**src/rtl/biu_constants_pkg.sv**
```systemverilog
// rtl/biu_constants_pkg.sv - bus interface unit shared constants (transfer size encoding)
package biu_constants_pkg;

    typedef enum logic [2:0] {
        BYTE  = 3'd0,
        HWORD = 3'd1,
        WORD  = 3'd2,
        DWORD = 3'd3,
        QWORD = 3'd4
    } biu_size_t;

endpackage

```
**src/rtl/riscv_arb_pkg.sv**
```systemverilog
// rtl/riscv_arb_pkg.sv - requester identifiers for the memory arbiter
package riscv_arb_pkg;

    // One bit identifies which CPU-side port issued an access.
    typedef logic port_id_t;

    localparam port_id_t PORT_IMEM = 1'b0;
    localparam port_id_t PORT_DMEM = 1'b1;

endpackage

```
**src/rtl/riscv_mem_arbiter_if.sv**
```systemverilog
// rtl/riscv_mem_arbiter_if.sv - CPU-port and BIU-port signal bundle for the memory arbiter
//
// slave  : arbiter view (takes requests from both ports and acks from memory)
// master : environment view (drives port requests and memory acks)
interface riscv_mem_arbiter_if #(
    parameter int XLEN = 32
);
    // port 0 (instruction fetch)
    logic                         p0_req_i;
    logic [XLEN-1:0]              p0_adr_i;
    biu_constants_pkg::biu_size_t p0_size_i;
    logic                         p0_we_i;
    logic [XLEN-1:0]              p0_d_i;
    logic                         p0_gnt_o;
    logic                         p0_ack_o;
    logic [XLEN-1:0]              p0_q_o;
    // port 1 (data load/store)
    logic                         p1_req_i;
    logic [XLEN-1:0]              p1_adr_i;
    biu_constants_pkg::biu_size_t p1_size_i;
    logic                         p1_we_i;
    logic [XLEN-1:0]              p1_d_i;
    logic                         p1_gnt_o;
    logic                         p1_ack_o;
    logic [XLEN-1:0]              p1_q_o;
    // memory side
    logic                         req_o;
    logic [XLEN-1:0]              adr_o;
    biu_constants_pkg::biu_size_t size_o;
    logic                         we_o;
    logic [XLEN-1:0]              d_o;
    logic                         ack_i;
    logic [XLEN-1:0]              q_i;
    logic                         busy_o;

    modport slave (
        input  p0_req_i, p0_adr_i, p0_size_i, p0_we_i, p0_d_i,
        output p0_gnt_o, p0_ack_o, p0_q_o,
        input  p1_req_i, p1_adr_i, p1_size_i, p1_we_i, p1_d_i,
        output p1_gnt_o, p1_ack_o, p1_q_o,
        output req_o, adr_o, size_o, we_o, d_o, busy_o,
        input  ack_i, q_i
    );

    modport master (
        output p0_req_i, p0_adr_i, p0_size_i, p0_we_i, p0_d_i,
        input  p0_gnt_o, p0_ack_o, p0_q_o,
        output p1_req_i, p1_adr_i, p1_size_i, p1_we_i, p1_d_i,
        input  p1_gnt_o, p1_ack_o, p1_q_o,
        input  req_o, adr_o, size_o, we_o, d_o, busy_o,
        output ack_i, q_i
    );

endinterface

```
**src/rtl/riscv_arb_owner_fifo.sv**
```systemverilog
// rtl/riscv_arb_owner_fifo.sv - in-order FIFO of the port id owning each outstanding access
//
// clk_i/rst_ni : clock, synchronous active-low reset
// push_i       : enqueue push_id_i (ignored when full and not popping)
// pop_i        : dequeue head (ignored when empty)
// head_o       : owner of the oldest outstanding access
// empty_o      : nothing outstanding
// full_o       : DEPTH accesses outstanding
module riscv_arb_owner_fifo
    import riscv_arb_pkg::*;
#(
    parameter int DEPTH = 2
) (
    input  logic     clk_i,
    input  logic     rst_ni,
    input  logic     push_i,
    input  port_id_t push_id_i,
    input  logic     pop_i,
    output port_id_t head_o,
    output logic     empty_o,
    output logic     full_o
);
    localparam int               PW      = (DEPTH > 1) ? $clog2(DEPTH) : 1;
    localparam int               CW      = $clog2(DEPTH + 1);
    localparam logic [PW-1:0]    LAST    = PW'(DEPTH - 1);
    localparam logic [CW-1:0]    DEPTH_C = CW'(DEPTH);

    port_id_t        mem [DEPTH];
    logic [PW-1:0]   wr_ptr;
    logic [PW-1:0]   rd_ptr;
    logic [CW-1:0]   cnt;
    logic            do_push;
    logic            do_pop;

    assign empty_o = (cnt == '0);
    assign full_o  = (cnt == DEPTH_C);
    assign head_o  = mem[rd_ptr];

    // Pop is evaluated against the pre-push state, so an entry pushed this
    // cycle can never be retired by the same cycle's ack.
    assign do_pop  = pop_i & ~empty_o;
    assign do_push = push_i & (~full_o | do_pop);

    always_ff @(posedge clk_i) begin
        if (!rst_ni) begin
            wr_ptr <= '0;
            rd_ptr <= '0;
            cnt    <= '0;
            for (int i = 0; i < DEPTH; i++) mem[i] <= PORT_IMEM;
        end else begin
            if (do_push) begin
                mem[wr_ptr] <= push_id_i;
                wr_ptr      <= (wr_ptr == LAST) ? '0 : wr_ptr + 1'b1;
            end
            if (do_pop) begin
                rd_ptr <= (rd_ptr == LAST) ? '0 : rd_ptr + 1'b1;
            end
            case ({do_push, do_pop})
                2'b10:   cnt <= cnt + 1'b1;
                2'b01:   cnt <= cnt - 1'b1;
                default: cnt <= cnt;
            endcase
        end
    end

endmodule

```
**src/rtl/riscv_mem_arbiter.sv**
```systemverilog
// rtl/riscv_mem_arbiter.sv - round-robin arbiter sharing one BIU port between fetch and data
//
// clk_i  : clock
// rst_ni : synchronous active-low reset
// bus    : port 0 / port 1 request-grant-ack bundles, memory request/ack side, busy_o
module riscv_mem_arbiter
    import biu_constants_pkg::*;
    import riscv_arb_pkg::*;
#(
    parameter int XLEN  = 32,
    parameter int DEPTH = 2
) (
    input  logic                clk_i,
    input  logic                rst_ni,
    riscv_mem_arbiter_if.slave  bus
);
    port_id_t        rr_last;
    port_id_t        winner;
    port_id_t        sel;
    port_id_t        head;
    logic            fifo_empty;
    logic            fifo_full;
    logic            slot_free;
    logic            req;
    logic [XLEN-1:0] adr_mux;
    logic [XLEN-1:0] d_mux;

    // An ack retiring the head frees a slot in the same cycle.
    assign slot_free = ~fifo_full | bus.ack_i;

    always_comb begin
        winner = PORT_IMEM;
        if (bus.p0_req_i && bus.p1_req_i) winner = ~rr_last;
        else if (bus.p1_req_i)            winner = PORT_DMEM;
    end

    assign req          = (bus.p0_req_i | bus.p1_req_i) & slot_free;
    assign bus.req_o    = req;
    assign bus.p0_gnt_o = req & (winner == PORT_IMEM);
    assign bus.p1_gnt_o = req & (winner == PORT_DMEM);

    // Idle cycles present port 0's operands so the bus never floats.
    assign sel     = req ? winner : PORT_IMEM;
    assign adr_mux = (sel == PORT_DMEM) ? bus.p1_adr_i : bus.p0_adr_i;
    assign d_mux   = (sel == PORT_DMEM) ? bus.p1_d_i   : bus.p0_d_i;

    assign bus.adr_o  = adr_mux;
    assign bus.d_o    = d_mux;
    assign bus.size_o = (sel == PORT_DMEM) ? bus.p1_size_i : bus.p0_size_i;
    assign bus.we_o   = (sel == PORT_DMEM) ? bus.p1_we_i   : bus.p0_we_i;

    always_ff @(posedge clk_i) begin
        if (!rst_ni) begin
            rr_last <= PORT_DMEM;
        end else if (req) begin
            rr_last <= winner;
        end
    end

    riscv_arb_owner_fifo #(
        .DEPTH (DEPTH)
    ) u_owner_fifo (
        .clk_i     (clk_i),
        .rst_ni    (rst_ni),
        .push_i    (req),
        .push_id_i (winner),
        .pop_i     (bus.ack_i),
        .head_o    (head),
        .empty_o   (fifo_empty),
        .full_o    (fifo_full)
    );

    assign bus.p0_ack_o = bus.ack_i & ~fifo_empty & (head == PORT_IMEM);
    assign bus.p1_ack_o = bus.ack_i & ~fifo_empty & (head == PORT_DMEM);
    assign bus.p0_q_o   = bus.q_i;
    assign bus.p1_q_o   = bus.q_i;
    assign bus.busy_o   = ~fifo_empty;

endmodule

```
**src/flat_wrapper.sv**
```systemverilog
// flat-port wrapper written by rule: the top's interface ports become plain ports
module riscv_mem_arbiter_flat import biu_constants_pkg::*; import riscv_arb_pkg::*;
#(
    parameter int XLEN  = 32,
    parameter int DEPTH = 2
)
  (clk_i, rst_ni, bus_p0_req_i, bus_p0_adr_i, bus_p0_size_i, bus_p0_we_i, bus_p0_d_i, bus_p0_gnt_o, bus_p0_ack_o, bus_p0_q_o, bus_p1_req_i, bus_p1_adr_i, bus_p1_size_i, bus_p1_we_i, bus_p1_d_i, bus_p1_gnt_o, bus_p1_ack_o, bus_p1_q_o, bus_req_o, bus_adr_o, bus_size_o, bus_we_o, bus_d_o, bus_busy_o, bus_ack_i, bus_q_i);
  riscv_mem_arbiter_if #(.XLEN(XLEN)) bus_i ();
  input  logic clk_i;
  input  logic rst_ni;
  input wire logic [$bits(bus_i.p0_req_i)-1:0] bus_p0_req_i;
  input wire logic [$bits(bus_i.p0_adr_i)-1:0] bus_p0_adr_i;
  input wire logic [$bits(bus_i.p0_size_i)-1:0] bus_p0_size_i;
  input wire logic [$bits(bus_i.p0_we_i)-1:0] bus_p0_we_i;
  input wire logic [$bits(bus_i.p0_d_i)-1:0] bus_p0_d_i;
  output wire logic [$bits(bus_i.p0_gnt_o)-1:0] bus_p0_gnt_o;
  output wire logic [$bits(bus_i.p0_ack_o)-1:0] bus_p0_ack_o;
  output wire logic [$bits(bus_i.p0_q_o)-1:0] bus_p0_q_o;
  input wire logic [$bits(bus_i.p1_req_i)-1:0] bus_p1_req_i;
  input wire logic [$bits(bus_i.p1_adr_i)-1:0] bus_p1_adr_i;
  input wire logic [$bits(bus_i.p1_size_i)-1:0] bus_p1_size_i;
  input wire logic [$bits(bus_i.p1_we_i)-1:0] bus_p1_we_i;
  input wire logic [$bits(bus_i.p1_d_i)-1:0] bus_p1_d_i;
  output wire logic [$bits(bus_i.p1_gnt_o)-1:0] bus_p1_gnt_o;
  output wire logic [$bits(bus_i.p1_ack_o)-1:0] bus_p1_ack_o;
  output wire logic [$bits(bus_i.p1_q_o)-1:0] bus_p1_q_o;
  output wire logic [$bits(bus_i.req_o)-1:0] bus_req_o;
  output wire logic [$bits(bus_i.adr_o)-1:0] bus_adr_o;
  output wire logic [$bits(bus_i.size_o)-1:0] bus_size_o;
  output wire logic [$bits(bus_i.we_o)-1:0] bus_we_o;
  output wire logic [$bits(bus_i.d_o)-1:0] bus_d_o;
  output wire logic [$bits(bus_i.busy_o)-1:0] bus_busy_o;
  input wire logic [$bits(bus_i.ack_i)-1:0] bus_ack_i;
  input wire logic [$bits(bus_i.q_i)-1:0] bus_q_i;
  assign bus_i.p0_req_i = bus_p0_req_i;
  assign bus_i.p0_adr_i = bus_p0_adr_i;
  assign bus_i.p0_size_i = bus_p0_size_i;
  assign bus_i.p0_we_i = bus_p0_we_i;
  assign bus_i.p0_d_i = bus_p0_d_i;
  assign bus_p0_gnt_o = bus_i.p0_gnt_o;
  assign bus_p0_ack_o = bus_i.p0_ack_o;
  assign bus_p0_q_o = bus_i.p0_q_o;
  assign bus_i.p1_req_i = bus_p1_req_i;
  assign bus_i.p1_adr_i = bus_p1_adr_i;
  assign bus_i.p1_size_i = bus_p1_size_i;
  assign bus_i.p1_we_i = bus_p1_we_i;
  assign bus_i.p1_d_i = bus_p1_d_i;
  assign bus_p1_gnt_o = bus_i.p1_gnt_o;
  assign bus_p1_ack_o = bus_i.p1_ack_o;
  assign bus_p1_q_o = bus_i.p1_q_o;
  assign bus_req_o = bus_i.req_o;
  assign bus_adr_o = bus_i.adr_o;
  assign bus_size_o = bus_i.size_o;
  assign bus_we_o = bus_i.we_o;
  assign bus_d_o = bus_i.d_o;
  assign bus_busy_o = bus_i.busy_o;
  assign bus_i.ack_i = bus_ack_i;
  assign bus_i.q_i = bus_q_i;
  riscv_mem_arbiter #(.XLEN(XLEN), .DEPTH(DEPTH)) u_core (.clk_i(clk_i), .rst_ni(rst_ni), .bus(bus_i));
endmodule
```
**config.mk**
```make
export PLATFORM = sky130hd
export DESIGN_NAME = riscv_mem_arbiter_flat
export DESIGN_NICKNAME = d
export VERILOG_FILES = /design/src/rtl/biu_constants_pkg.sv /design/src/rtl/riscv_arb_pkg.sv /design/src/rtl/riscv_mem_arbiter_if.sv /design/src/rtl/riscv_arb_owner_fifo.sv /design/src/rtl/riscv_mem_arbiter.sv /design/src/flat_wrapper.sv
export SDC_FILE = /design/constraint.sdc
export NUM_CORES = 1
export LEC_CHECK = 0
export CORE_AREA = 2 2 121 123
export CTS_CLUSTER_SIZE = 8
export DETAILED_ROUTE_END_ITERATION = 16
export DIE_AREA = 0 0 123 125
export PLACE_DENSITY = 0.62
export SYNTH_ARGS = -nofsm -noshare
export SYNTH_HDL_FRONTEND = slang
export SYNTH_HIERARCHICAL = 1
export SYNTH_SLANG_ARGS = --single-unit
```
**constraint.sdc**
```tcl
create_clock -name clk_i -period 2.3 [get_ports clk_i]
set_clock_uncertainty 0.2 [all_clocks]
set_input_delay 0.46 -clock clk_i [delete_from_list [all_inputs] [get_ports clk_i]]
set_output_delay 0.46 -clock clk_i [all_outputs]
set_load 0.01 [all_outputs]
```
* After elaboration in Yosys (flattened, before gate mapping)
Memories as Yosys holds them, arrays and structs flattened. A register that Yosys moved wholly into a read port is not among the register bits. Cells that the tools add are included.
Word-level totals: memories 1, logic and storage cells 50, input bits 173, output and inout bits 138, memory bits (writable) 2, flip-flop bits (word level) 5
Cells by class: eq/ne operators 3, mux-type cells 19, add/sub/neg operators 4, reduce and logical (&&, ||, !) cells 4, bitwise logic cells 15
Memory list:
- u_core.u_owner_fifo.mem | depth 2, bits a word 1, read ports 1, clocked after Yosys merged registers in 1, write ports 2, line riscv_arb_owner_fifo.sv:28 | port_id_t mem [DEPTH];
Operators with widths (count):
- $mux 32 | 2
- $mux 1 | 15
- $and 1x1->1 | 7
- $not 1->1 | 5
- $eq 2x2->1 const B | 2
- $pmux 2 s2 | 1
- $mux 3 | 1
- $or 1x1->1 | 3
- $add 1x1->1 const B | 2
- $add 2x1->2 const B | 1
- $eq 2x1->1 const B | 1
- $logic_not 2->1 | 1
- $reduce_bool 2->1 | 1
- $sub 2x1->2 const B | 1
- $logic_and 1x1->1 | 1
- $reduce_or 1->1 | 1

* Logic depth before layout (Yosys ltp)
Gate-level depths: netlist (run 1).
word-level depth 10, mapped depth 8, depth with buffers taken out 8

* Modules after synthesis
The synthesis (run 1) kept the hierarchy.
Modules (own cells, without submodules):
- riscv_mem_arbiter | seq. area each 20.0 µm², cells each 153, times used 1, area an instance 1750.4 µm²
- riscv_arb_owner_fifo | seq. area each 140.1 µm², cells each 33, times used 1, area an instance 322.8 µm²

* Least setup slack after synthesis (run 1)
Ideal clock, no wire load.
kind reg2reg, from register u_core.u_owner_fifo.cnt[0], to register u_core.u_owner_fifo.cnt[1], period minus slack after synthesis 2.210 ns, required time 2.030 ns, arrival 1.940 ns, slack 0.090 ns, cell stages (with the launch flop) 8, buffers on the path 0, setup time 0.070 ns, cells stage by stage dfxtp_1 and2b_1 nor2b_2 nor2_1 nand2_1 ha_1 or3_1 a21boi_1
On the way: cells in the longest elaborated chain, start to end 7, elaborated cells between the ends (all ways) 15, those cells by class add/sub: 2; eq/ne: 3; mux: 1; bitwise: 7; reduce/logical: 2
Ends and longest elaborated chain:
- start: declaration | line riscv_arb_owner_fifo.sv:31 | logic [CW-1:0] cnt;
- start signal: assignment | line riscv_arb_owner_fifo.sv:59 | 2'b10: cnt <= cnt + 1'b1;
- start signal: assignment | line riscv_arb_owner_fifo.sv:60 | 2'b01: cnt <= cnt - 1'b1;
- start signal: assignment | line riscv_arb_owner_fifo.sv:61 | default: cnt <= cnt;
- $eq 2x2->1 (*) | line riscv_arb_owner_fifo.sv:36 | assign full_o = (cnt == DEPTH_C);
- named net u_core.fifo_full | line riscv_mem_arbiter.sv:22 | logic fifo_full;
- $not 1->1 (*) | line riscv_mem_arbiter.sv:29 | assign slot_free = ~fifo_full | bus.ack_i;
- $or 1x1->1 (*) | line riscv_mem_arbiter.sv:29
- $and 1x1->1 (*) | line riscv_mem_arbiter.sv:37 | assign req = (bus.p0_req_i | bus.p1_req_i) & slot_free;
- named net bus_req_o | line flat_wrapper.sv:27 | output wire logic [$bits(bus_i.req_o)-1:0] bus_req_o;
- $and 1x1->1 (*) | line riscv_arb_owner_fifo.sv:42 | assign do_push = push_i & (~full_o | do_pop);
- $eq 2x1->1 / $eq 2x2->1 (equally long branches) | line riscv_arb_owner_fifo.sv:58 | case ({do_push, do_pop})
- $pmux 2 s2 / $reduce_bool 2->1 (equally long branches)
The timed path passes the listed nets; every way through them passes the cells marked *. A chain may end at the register's enable or synchronous reset.

* Worst setup path in the final report (run 1)
from register u_core.u_owner_fifo.cnt[0], to output bus_adr_o[5]
On the way: cells in the longest elaborated chain, start to end 6
Ends and longest elaborated chain:
- $eq 2x2->1 | line riscv_arb_owner_fifo.sv:36
- named net u_core.fifo_full | line riscv_mem_arbiter.sv:22
- $not 1->1 | line riscv_mem_arbiter.sv:29
- $or 1x1->1 | line riscv_mem_arbiter.sv:29
- $and 1x1->1 | line riscv_mem_arbiter.sv:37
- $mux 1 | line riscv_mem_arbiter.sv:43 | assign sel = req ? winner : PORT_IMEM;
- $mux 32 | line riscv_mem_arbiter.sv:44 | assign adr_mux = (sel == PORT_DMEM) ? bus.p1_adr_i : bus.p0_adr_i;
- end: declaration | line flat_wrapper.sv:28 | output wire logic [$bits(bus_i.adr_o)-1:0] bus_adr_o;
The timed path passes the listed nets, and every way through them passes these cells.

==> impl_metrics.ini, run 1 <==
[timing]
max_freq_ghz = 0.3926
slew_headroom_pct = 77.49
rsz0062_at_grt = true
post-route-min-period_ns = 2.547
worst_slew_pin_slew_ns = 0.3367
finalSetupTns_ns = -11.56
hold_violations = 0
fin_hold_ws_ns = 0.2596
finalCritPeriodShare_pct = 110.7
fin_ws_ns = -0.2470
setup_viol = 69
slew_violations = 0

[floorplan]
initial_core_util_pct = 14.60
num_rows = 44
die_area_mm2 = 0.01538
dieWidth_um = 123
die_h_um = 125
fp.coreArea_mm2 = 0.01420
io_pins = 311

[power_and_ir_drop]
pwr-share-clk_pct = 13.6
switchingPower_uw = 660.6
p_leak_nw = 2.105
p_comb_share_pct = 77.0
pwr-share-seq_pct = 9.4
intPower_mw = 1.534
swShare_pct = 30.10
total_power_mw = 2.194
power_density_mw_per_mm2 = 486.4
ir_worst_vdd_uv = 488.1

[finish]
insertedDiodeCount = 0
post-route-cell-area_mm2 = 0.004512
fin_cells = 557
syn_to_final_growth_pct = 117.6
layout-drive-gt1-share_pct = 50.67
utilization_pct = 31.77
nNetsFinal = 549

[logic_synthesis]
ys_seq_area_share_pct = 7.725
synthTopCellsByArea = mux2_4 (49%), buf_4 (23%), dfxtp_1 (7.7%)
synthesis.nets = 360
netlist_area_mm2 = 0.002073
synth_top_area_cell = mux2_4
yosys_warnings = 6
ys_ff_latch = 8
synth_cell_types = 28
synth_cells = 186
yosysTopAreaCellShare_pct = 49.25
synth.avg_cell_area_um2 = 11.15

[clocking]
clockRootBuffer = clkbuf_16
cts_tree = built
htreeDepth = 1
clk_pin_slew_ns = 0.04
clk_latency_ns = 0.24
numCtsBuffers = 3
ctsLongestPathBuffers = 2
clkSinkCount = 8

[routing]
postRouteAntennaNets = 0
routed_wl_um = 8527
routed_via_density = 3.671
vias = 2045
drt_iter0_markers = 23
firstDrtPassIters = 4
wire_per_inst_um = 15.31
remaining_drc_errors = 0

[setup_path]
critPathRequiredTime_ns = 1.64
worst-setup-path-type = flip-flop to primary output
crit_chain = and2b_1 -> nor2b_4 -> nand2b_4 -> buf_6 -> buf_16 -> clkbuf_16 -> mux2_4 -> buf_6
path_delay_family = buffers and inverters
critPathArrivalTime_ns = 1.89
worst_setup_path_end_kind = primary output
worst-path-buf-inv = 4
cpMostUsedCell = buf_6
critPathSlowestCell = dfxtp_2
start_kind = flip-flop
cp_slowest_stage_delay_ns = 0.32
critPathMaxFanout = 7
reg2reg_slack_ns = 0.13

[run_status]
status = complete, but fails checks
violations = negative setup slack

[grt]
grt_max_degree = 31
antenna_found_initial = 0
grt_pass1_wl_um = 11010
track_usage_pct = 9.277
grt_pass1_vias = 2048
grt_overflow = 0

[placement]
place_congestion = 0.7560
place_ws_ns = -0.7360
place_inst = 523
port_buffers = 214
placed_cell_area_mm2 = 0.003929
hpwl_um = 5988

[run]
drv_cap = 0

[worst_hold_path]
hold_class = flip-flop to flip-flop
cell families (layout without fill, tap and decap cells):
logic type | count (synthesis) | after routing | synth area share, %
buffers and inverters | 74 | 261 | 30.84
multiplexers | 72 | 72 | 51.24
AND/OR/NAND/NOR | 23 | 23 | 6.217
flip-flops | 8 | 8 | 7.725
AO/OA/AOI/OAI | 5 | 5 | 2.113
XOR/XNOR | 3 | 3 | 1.268
adder cells (fa/ha/maj) | 1 | 1 | 0.6034
worst min-delay path: stages, from the launching register on:
cell	delay (ns)
dfxtp_1	0.30
nand2_1	0.05
mux2i_1	0.05
cell type report:
cell class	count	area, um2
clock buffers	3	75.07
multi-input cells	104	1294
fillers	1440	9692
well taps	184	230.2
flip-flops and latches	8	161.4
repair buffers	256	2744
inverters	2	7.507
Yosys cell counts, drive strengths merged:
cell type / instances
nor2: 3
nand3: 2
nand3b: 1
xnor2: 3
dfxtp: 8
and2: 1
nand2: 5
o21ai: 2
or3b: 1
nand2b: 2
o21a: 1
or3: 1
and2b: 1
inv: 2
nor2b: 3
mux2i: 3
buf: 72
ha: 1
and3: 1
a21boi: 2
nor3: 1
mux2: 69
nor3b: 1
path summary, 6_finish.rpt:
check / cells past startpoint / endpoint / startpoint
setup / recovery: 8 / bus_adr_o[5] / u_core/u_owner_fifo/cnt[0]
hold / removal: 2 / u_core/u_owner_fifo/mem[1] / u_core/u_owner_fifo/mem[1]
setup reg to reg: 9 / u_core/u_owner_fifo/cnt[1] / u_core/u_owner_fifo/cnt[0]
hold reg to reg: 2 / u_core/u_owner_fifo/mem[1] / u_core/u_owner_fifo/mem[1]
cells in the final DEF, fill, tap and decap left out, drive strengths merged, types with 2 or more instances in the layout:
master,instances
nor2,3
buf,104
dlygate4sd2,3
clkbuf,9
xnor2,3
a21boi,2
nand2,5
clkdlybuf4s50,139
inv,2
mux2,69
clkdlybuf4s15,4
dfxtp,8
nor2b,3
mux2i,3
nand2b,2
nand3,2
o21ai,2
metal layers:
metal  vias to the layer above  global-route usage [%]  share of wire (%)  routed length [um]
li1                        952                       -                  -                   -
met4                         0                   2.340                1.0                  89
met2                       146                   17.42                 50                4288
met1                       938                   9.934                 37                3187
met5                         -                       0                  0                   0
met3                         9                   2.783                 11                 962
what timing repair did:
| item | CTS | global route |
|---|---|---|
| buffers inserted | 14 | 15 |
| pin swaps | 1 | 0 |
| gates resized for setup | 339 | 38 |
| hold buffers | 0 | 0 |
| endpoints found under the setup margin | 74 | 70 |
| cloned | 5 | 4 |
power by group through the flow:
stage                     Combinational, mW  Clock, mW  Sequential (mW)
after global routing                   1.80      0.315            0.214
after global placement                 1.38          0            0.206
after floorplan                       0.830          0            0.214
final                                  1.69      0.297            0.207
after CTS                              1.59      0.305            0.207
after detailed placement               1.40          0            0.207
No activity file was read; power rests on OpenSTA's default activity.
==> run 2: changes to the inputs <==
Settings changed: CAP_MARGIN set to 20, REMOVE_ABC_BUFFERS set to 1.
==> run 2 against run 1 <==
Against the previous run:
- the flow still finishes with violations (negative setup slack)
- count of clock-buffer cells in the layout stayed put
- final cell count is 1.4% lower
- critical path depth is 1 higher
- total power is 3.9% lower
- non-clock buffer count is 9 lower
- fmax is 1.1% lower
- first-iteration DRC count is 26% higher
- sequential power hardly changed
- clock power hardly changed
- sequential share of layout area is 0.15 points higher
- largest cell class unchanged
==> impl_metrics.ini, run 2 (synthesized netlist as in run 1, its figures left out) <==
[grt]
track_usage_pct = 12.77
grt_overflow = 0
grt_pass1_vias = 2128
antenna_found_initial = 1
grt_pass1_wl_um = 14260
grt_max_degree = 29

[clocking]
clkSinkCount = 8
htreeDepth = 1
clockRootBuffer = clkbuf_16
numCtsBuffers = 3
clk_pin_slew_ns = 0.04
ctsLongestPathBuffers = 2
clk_latency_ns = 0.23
cts_tree = built

[routing]
routed_via_density = 3.796
vias = 2084
postRouteAntennaNets = 0
drt_iter0_markers = 29
firstDrtPassIters = 6
remaining_drc_errors = 0
wire_per_inst_um = 20.18
routed_wl_um = 11080

[finish]
fillers = 1445
most-common-layout-cells = clkdlybuf4s50_1 (139), mux2_4 (68), buf_6 (58)
layout-drive-gt1-share_pct = 49.73
syn_to_final_growth_pct = 108.9
nNetsFinal = 540
final_common_cell = clkdlybuf4s50_1

[power_and_ir_drop]
p_leak_nw = 2.033
ir_worst_vdd_uv = 512.2
total_power_mw = 2.108
power_density_mw_per_mm2 = 486.7

[timing]
rsz0062_at_grt = true
fin_ws_ns = -0.2752
slew_violations = 0
slew_headroom_pct = 78.42
hold_violations = 0
max_freq_ghz = 0.3883
setup_viol = 69
worst_slew_pin_slew_ns = 0.3228
finalCritPeriodShare_pct = 112.0
post-route-min-period_ns = 2.575

[placement]
port_buffers = 214
place_ws_ns = -0.7137
place_congestion = 0.7831
hpwl_um = 8859

[setup_path]
critPathArrivalTime_ns = 1.92
path_delay_family = buffers and inverters
cpMostUsedCell = buf_6
worst-path-buf-inv = 5
worst-setup-path-type = flip-flop to primary output
critPathRequiredTime_ns = 1.64
start_kind = flip-flop
critPathSlowestCell = dfxtp_2
cp_slowest_stage_delay_ns = 0.31
crit_chain = and2b_1 -> nor2b_4 -> nand2b_4 -> buf_12 -> buf_16 -> buf_6 -> buf_6 -> mux2_4 -> buf_6
critPathMaxFanout = 4
reg2reg_slack_ns = 0.10
worst_setup_path_end_kind = primary output

[floorplan]
dieWidth_um = 123
initial_core_util_pct = 14.60
fp.coreArea_mm2 = 0.01420
io_pins = 311
num_rows = 44
die_area_mm2 = 0.01538
die_h_um = 125

[worst_hold_path]
hold_class = flip-flop to flip-flop

[run_status]
violations = negative setup slack
status = complete, but fails checks

[run]
drv_cap = 0
[run 2: changes by cell type in the layout (fill, tap and decap cells not counted), sizes merged]
cell	before	now
dlymetal6s2s	0	1
clkdlybuf4s15	4	2
clkbuf	9	18
diode	0	1
buf	104	87
[run 2: where the power goes]
group / switching (mW) / leakage [nW] / internal [mW] / total, mW
Clock: 0.0699 / 0.0370 / 0.224 / 0.294
Sequential: 0.0211 / 0.0663 / 0.185 / 0.206
Combinational: 0.547 / 1.93 / 1.06 / 1.61
[run 2: through the flow]
stage	area, um2	util, %	setup TNS [ns]	hold slack, ns	instances
global placement	3929	27.66	-48.30	0.2492	523
finish	4332	30.50	-11.51	0.2628	549
global route	4329	30.48	-14.63	0.2792	548
floorplan	1441	-	-157.74	0.2347	114
CTS	4199	29.56	-12.81	0.2664	536
detailed placement	3929	27.66	-49.19	0.2522	523
[run 2: path summary, 6_finish.rpt]
path | from | to | cells after the start
worst min register to register | u_core/u_owner_fifo/mem[1] | u_core/u_owner_fifo/mem[1] | 2
worst max-delay path | u_core/u_owner_fifo/cnt[0] | bus_adr_o[16] | 9
worst max register to register | u_core/u_owner_fifo/cnt[0] | u_core/u_owner_fifo/cnt[1] | 9
worst min-delay path | u_core/u_owner_fifo/mem[1] | u_core/u_owner_fifo/mem[1] | 2
[run 2: tightest hold or removal path, delay by kind of cell, from the launching register on]
family           cells  cell delay (ns)
multiplexers         1             0.06
flip-flops           1             0.30
AND/OR/NAND/NOR      1             0.05
[run 2: final cells by class]
cell class	count	area, um2	area share [%]
multi-input cells	104	1296	29.92
flip-flops and latches	8	161.4	3.726
well taps	184	230.2	5.315
inverters	2	7.507	0.1733
clock buffers	3	75.07	1.733
repair buffers	247	2559	59.07
diodes	1	2.502	0.05777
[run 2: timing repair]
item	4_1_cts	5_1_grt
pin swaps	1	1
endpoints found under the setup margin	75	70
cloned	3	3
setup buffers	7	13
hold buffers	0	0
resized for setup	293	48
[run 2: routing by layer]
metal	wire length, um	global-route usage (%)	vias up
met5	54	3.947	-
met4	50	1.404	2
met3	2237	11.31	10
met2	4749	19.50	203
met1	3988	13.36	940
li1	-	-	929
==> run 3: changes to the inputs <==
Settings changed: CORE_AREA 2 2 121 123 to 4 4 120 122, DIE_AREA 0 0 123 125 to 0 0 124 126, PLACE_DENSITY 0.62 to 0.64.
==> run 3 against run 2 <==
Against the previous run:
- the run still ends with negative setup slack left
- cell area is 9.3% higher
- setup slack worse by 0.048 ns
- final cell count is 4.9% higher
- first-iteration DRC count is 48% higher
- fmax is 1.8% lower
- critical endpoint is now bus_d_o[23]
- sequential power hardly changed
- combinational power is 13% higher
- non-clock buffer count is 35 higher
- global-route usage is 0.95 points higher
- register-to-register slack better by 0.07 ns
- count of clock-buffer cells in the layout stayed put
- routed wire length is 10% higher
==> impl_metrics.ini, run 3 (synthesized netlist as in run 1, its figures left out) <==
[run_status]
status = complete, but fails checks
violations = negative setup slack

[setup_path]
reg2reg_slack_ns = 0.17
critPathCapture = bus_d_o[23]
crit_chain = and2b_1 -> nor2b_4 -> nand2b_4 -> buf_6 -> buf_6 -> buf_6 -> buf_6 -> mux2_4 -> buf_6
worst-setup-path-type = flip-flop to primary output
worst_setup_path_end_kind = primary output
cpMostUsedCell = buf_6
worstSetupStartpoint = u_core/u_owner_fifo/cnt[0]
cp_slowest_stage_delay_ns = 0.32
critPathRequiredTime_ns = 1.64
critPathArrivalTime_ns = 1.96
timing.rr.start = u_core/u_owner_fifo/cnt[0]
reg2regPathDepth = 8
r2r_end = u_core/u_owner_fifo/cnt[1]
critPathSlowestCell = dfxtp_2
start_kind = flip-flop
critPathMaxFanout = 5

[floorplan]
die_h_um = 126
dieWidth_um = 124
fp.coreArea_mm2 = 0.01319
die_area_mm2 = 0.01562
num_rows = 42
io_pins = 311
initial_core_util_pct = 15.72

[clocking]
clk_pin_slew_ns = 0.04
clkSinkCount = 8
numCtsBuffers = 3
clockRootBuffer = clkbuf_16
ctsLongestPathBuffers = 2
clk_latency_ns = 0.23
ctsHoldBuffers = 0
cts_tree = built
htreeDepth = 1

[timing]
worst_slew_pin_slew_ns = 0.3096
fin_ws_ns = -0.3230
hold_violations = 0
max_freq_ghz = 0.3812
post-route-min-period_ns = 2.623
rsz0062_at_grt = true
slew_headroom_pct = 79.29
finalCritPeriodShare_pct = 114.0
slew_violations = 0
setup_viol = 68
finalSetupTns_ns = -13.75
fin_hold_ws_ns = 0.2696

[grt]
track_usage_pct = 13.71
grt_use_met2_pct = 21.51
grt_pass1_vias = 2421
antenna_found_initial = 1
grt_busiest_layer = met2
grt_pass1_wl_um = 15700
grt_max_degree = 14
met3_usage_pct = 10.81
gr-usage-met1_pct = 14.94
grt_overflow = 0

[finish]
syn_to_final_growth_pct = 128.4
post-route-cell-area_mm2 = 0.004736
nNetsFinal = 576
utilization_pct = 35.90
fin_cells = 576
fillers = 1295
insertedDiodeCount = 0
most-common-layout-cells = clkdlybuf4s50_1 (138), buf_6 (111), mux2_4 (68)
layout-drive-gt1-share_pct = 53.75
final_common_cell = clkdlybuf4s50_1

[worst_hold_path]
hold_class = flip-flop to flip-flop

[routing]
postRouteAntennaNets = 0
vias = 2221
firstDrtPassIters = 4
remaining_drc_errors = 0
wire_per_inst_um = 21.25
routed_wl_um = 12240
drt_iter0_markers = 43
routed_via_density = 3.856

[placement]
place_ws_ns = -0.7451
hpwl_um = 9634
place_inst = 521
place_congestion = 0.7598
port_buffers = 214
placed_cell_area_mm2 = 0.003961

[run]
drv_cap = 0

[power_and_ir_drop]
ir_worst_vdd_uv = 436.0
power_density_mw_per_mm2 = 489.2
p_leak_nw = 2.259
total_power_mw = 2.317
run 3: cell count changes in the layout (fill, tap and decap cells not counted), sizes merged, moves of 2 or more:
cell	delta
clkbuf	-11
buf	+46
clkdlybuf4s15	-2
dlymetal6s2s	+2
run 3: layout make-up:
cell class	count	area (um2)	area share, %
Tap cell	176	220.2	4.650
Sequential cell	8	161.4	3.408
Inverter	2	10.01	0.2114
Clock buffer	3	75.07	1.585
Timing Repair Buffer	282	2969	62.69
Multi-Input combinational cell	105	1300	27.45
run 3: metal layers:
| metal | part of all wire (%) | wire length (um) |
|---|---|---|
| met1 | 35 | 4258 |
| met2 | 45 | 5462 |
| met3 | 19 | 2328 |
| met4 | 0.87 | 106 |
| met5 | 0.66 | 81 |
run 3: critical path, delay by kind of cell, from the launching register on:
| family | cells | cell delay (ns) |
|---|---|---|
| flip-flops | 1 | 0.32 |
| AND/OR/NAND/NOR | 3 | 0.52 |
| buffers and inverters | 5 | 0.60 |
| multiplexers | 1 | 0.29 |
run 3: worst min-delay path by stage:
stage / slack, ns / endpoint / depth (start not counted) / startpoint
6_report: 0.27 / u_core/u_owner_fifo/mem[0] / 2 / u_core/u_owner_fifo/mem[0]
5_1_grt: 0.30 / u_core/u_owner_fifo/mem[0] / 2 / u_core/u_owner_fifo/mem[0]
4_1_cts: 0.27 / u_core/u_owner_fifo/mem[0] / 2 / u_core/u_owner_fifo/mem[0]
3_5_place_dp: 0.26 / u_core/u_owner_fifo/mem[0] / 2 / u_core/u_owner_fifo/mem[0]
3_3_place_gp: 0.24 / u_core/u_owner_fifo/mem[1] / 2 / u_core/u_owner_fifo/mem[1]
2_1_floorplan: 0.23 / u_core/u_owner_fifo/mem[1] / 2 / u_core/u_owner_fifo/mem[1]
run 3: repair_timing:
item | 4_1_cts | 5_1_grt
pin swaps | 1 | 0
setup buffers | 41 | 18
resized for setup | 358 | 52
setup endpoints to repair | 74 | 70
gates cloned | 3 | 1
run 3: power by group:
part / total, mW / leakage [nW] / internal (mW) / switching, mW
sequential: 0.208 / 0.0663 / 0.185 / 0.0227
combinational: 1.82 / 2.16 / 1.22 / 0.599
clock: 0.291 / 0.0370 / 0.224 / 0.0668
total: 2.32 / 2.26 / 1.63 / 0.689
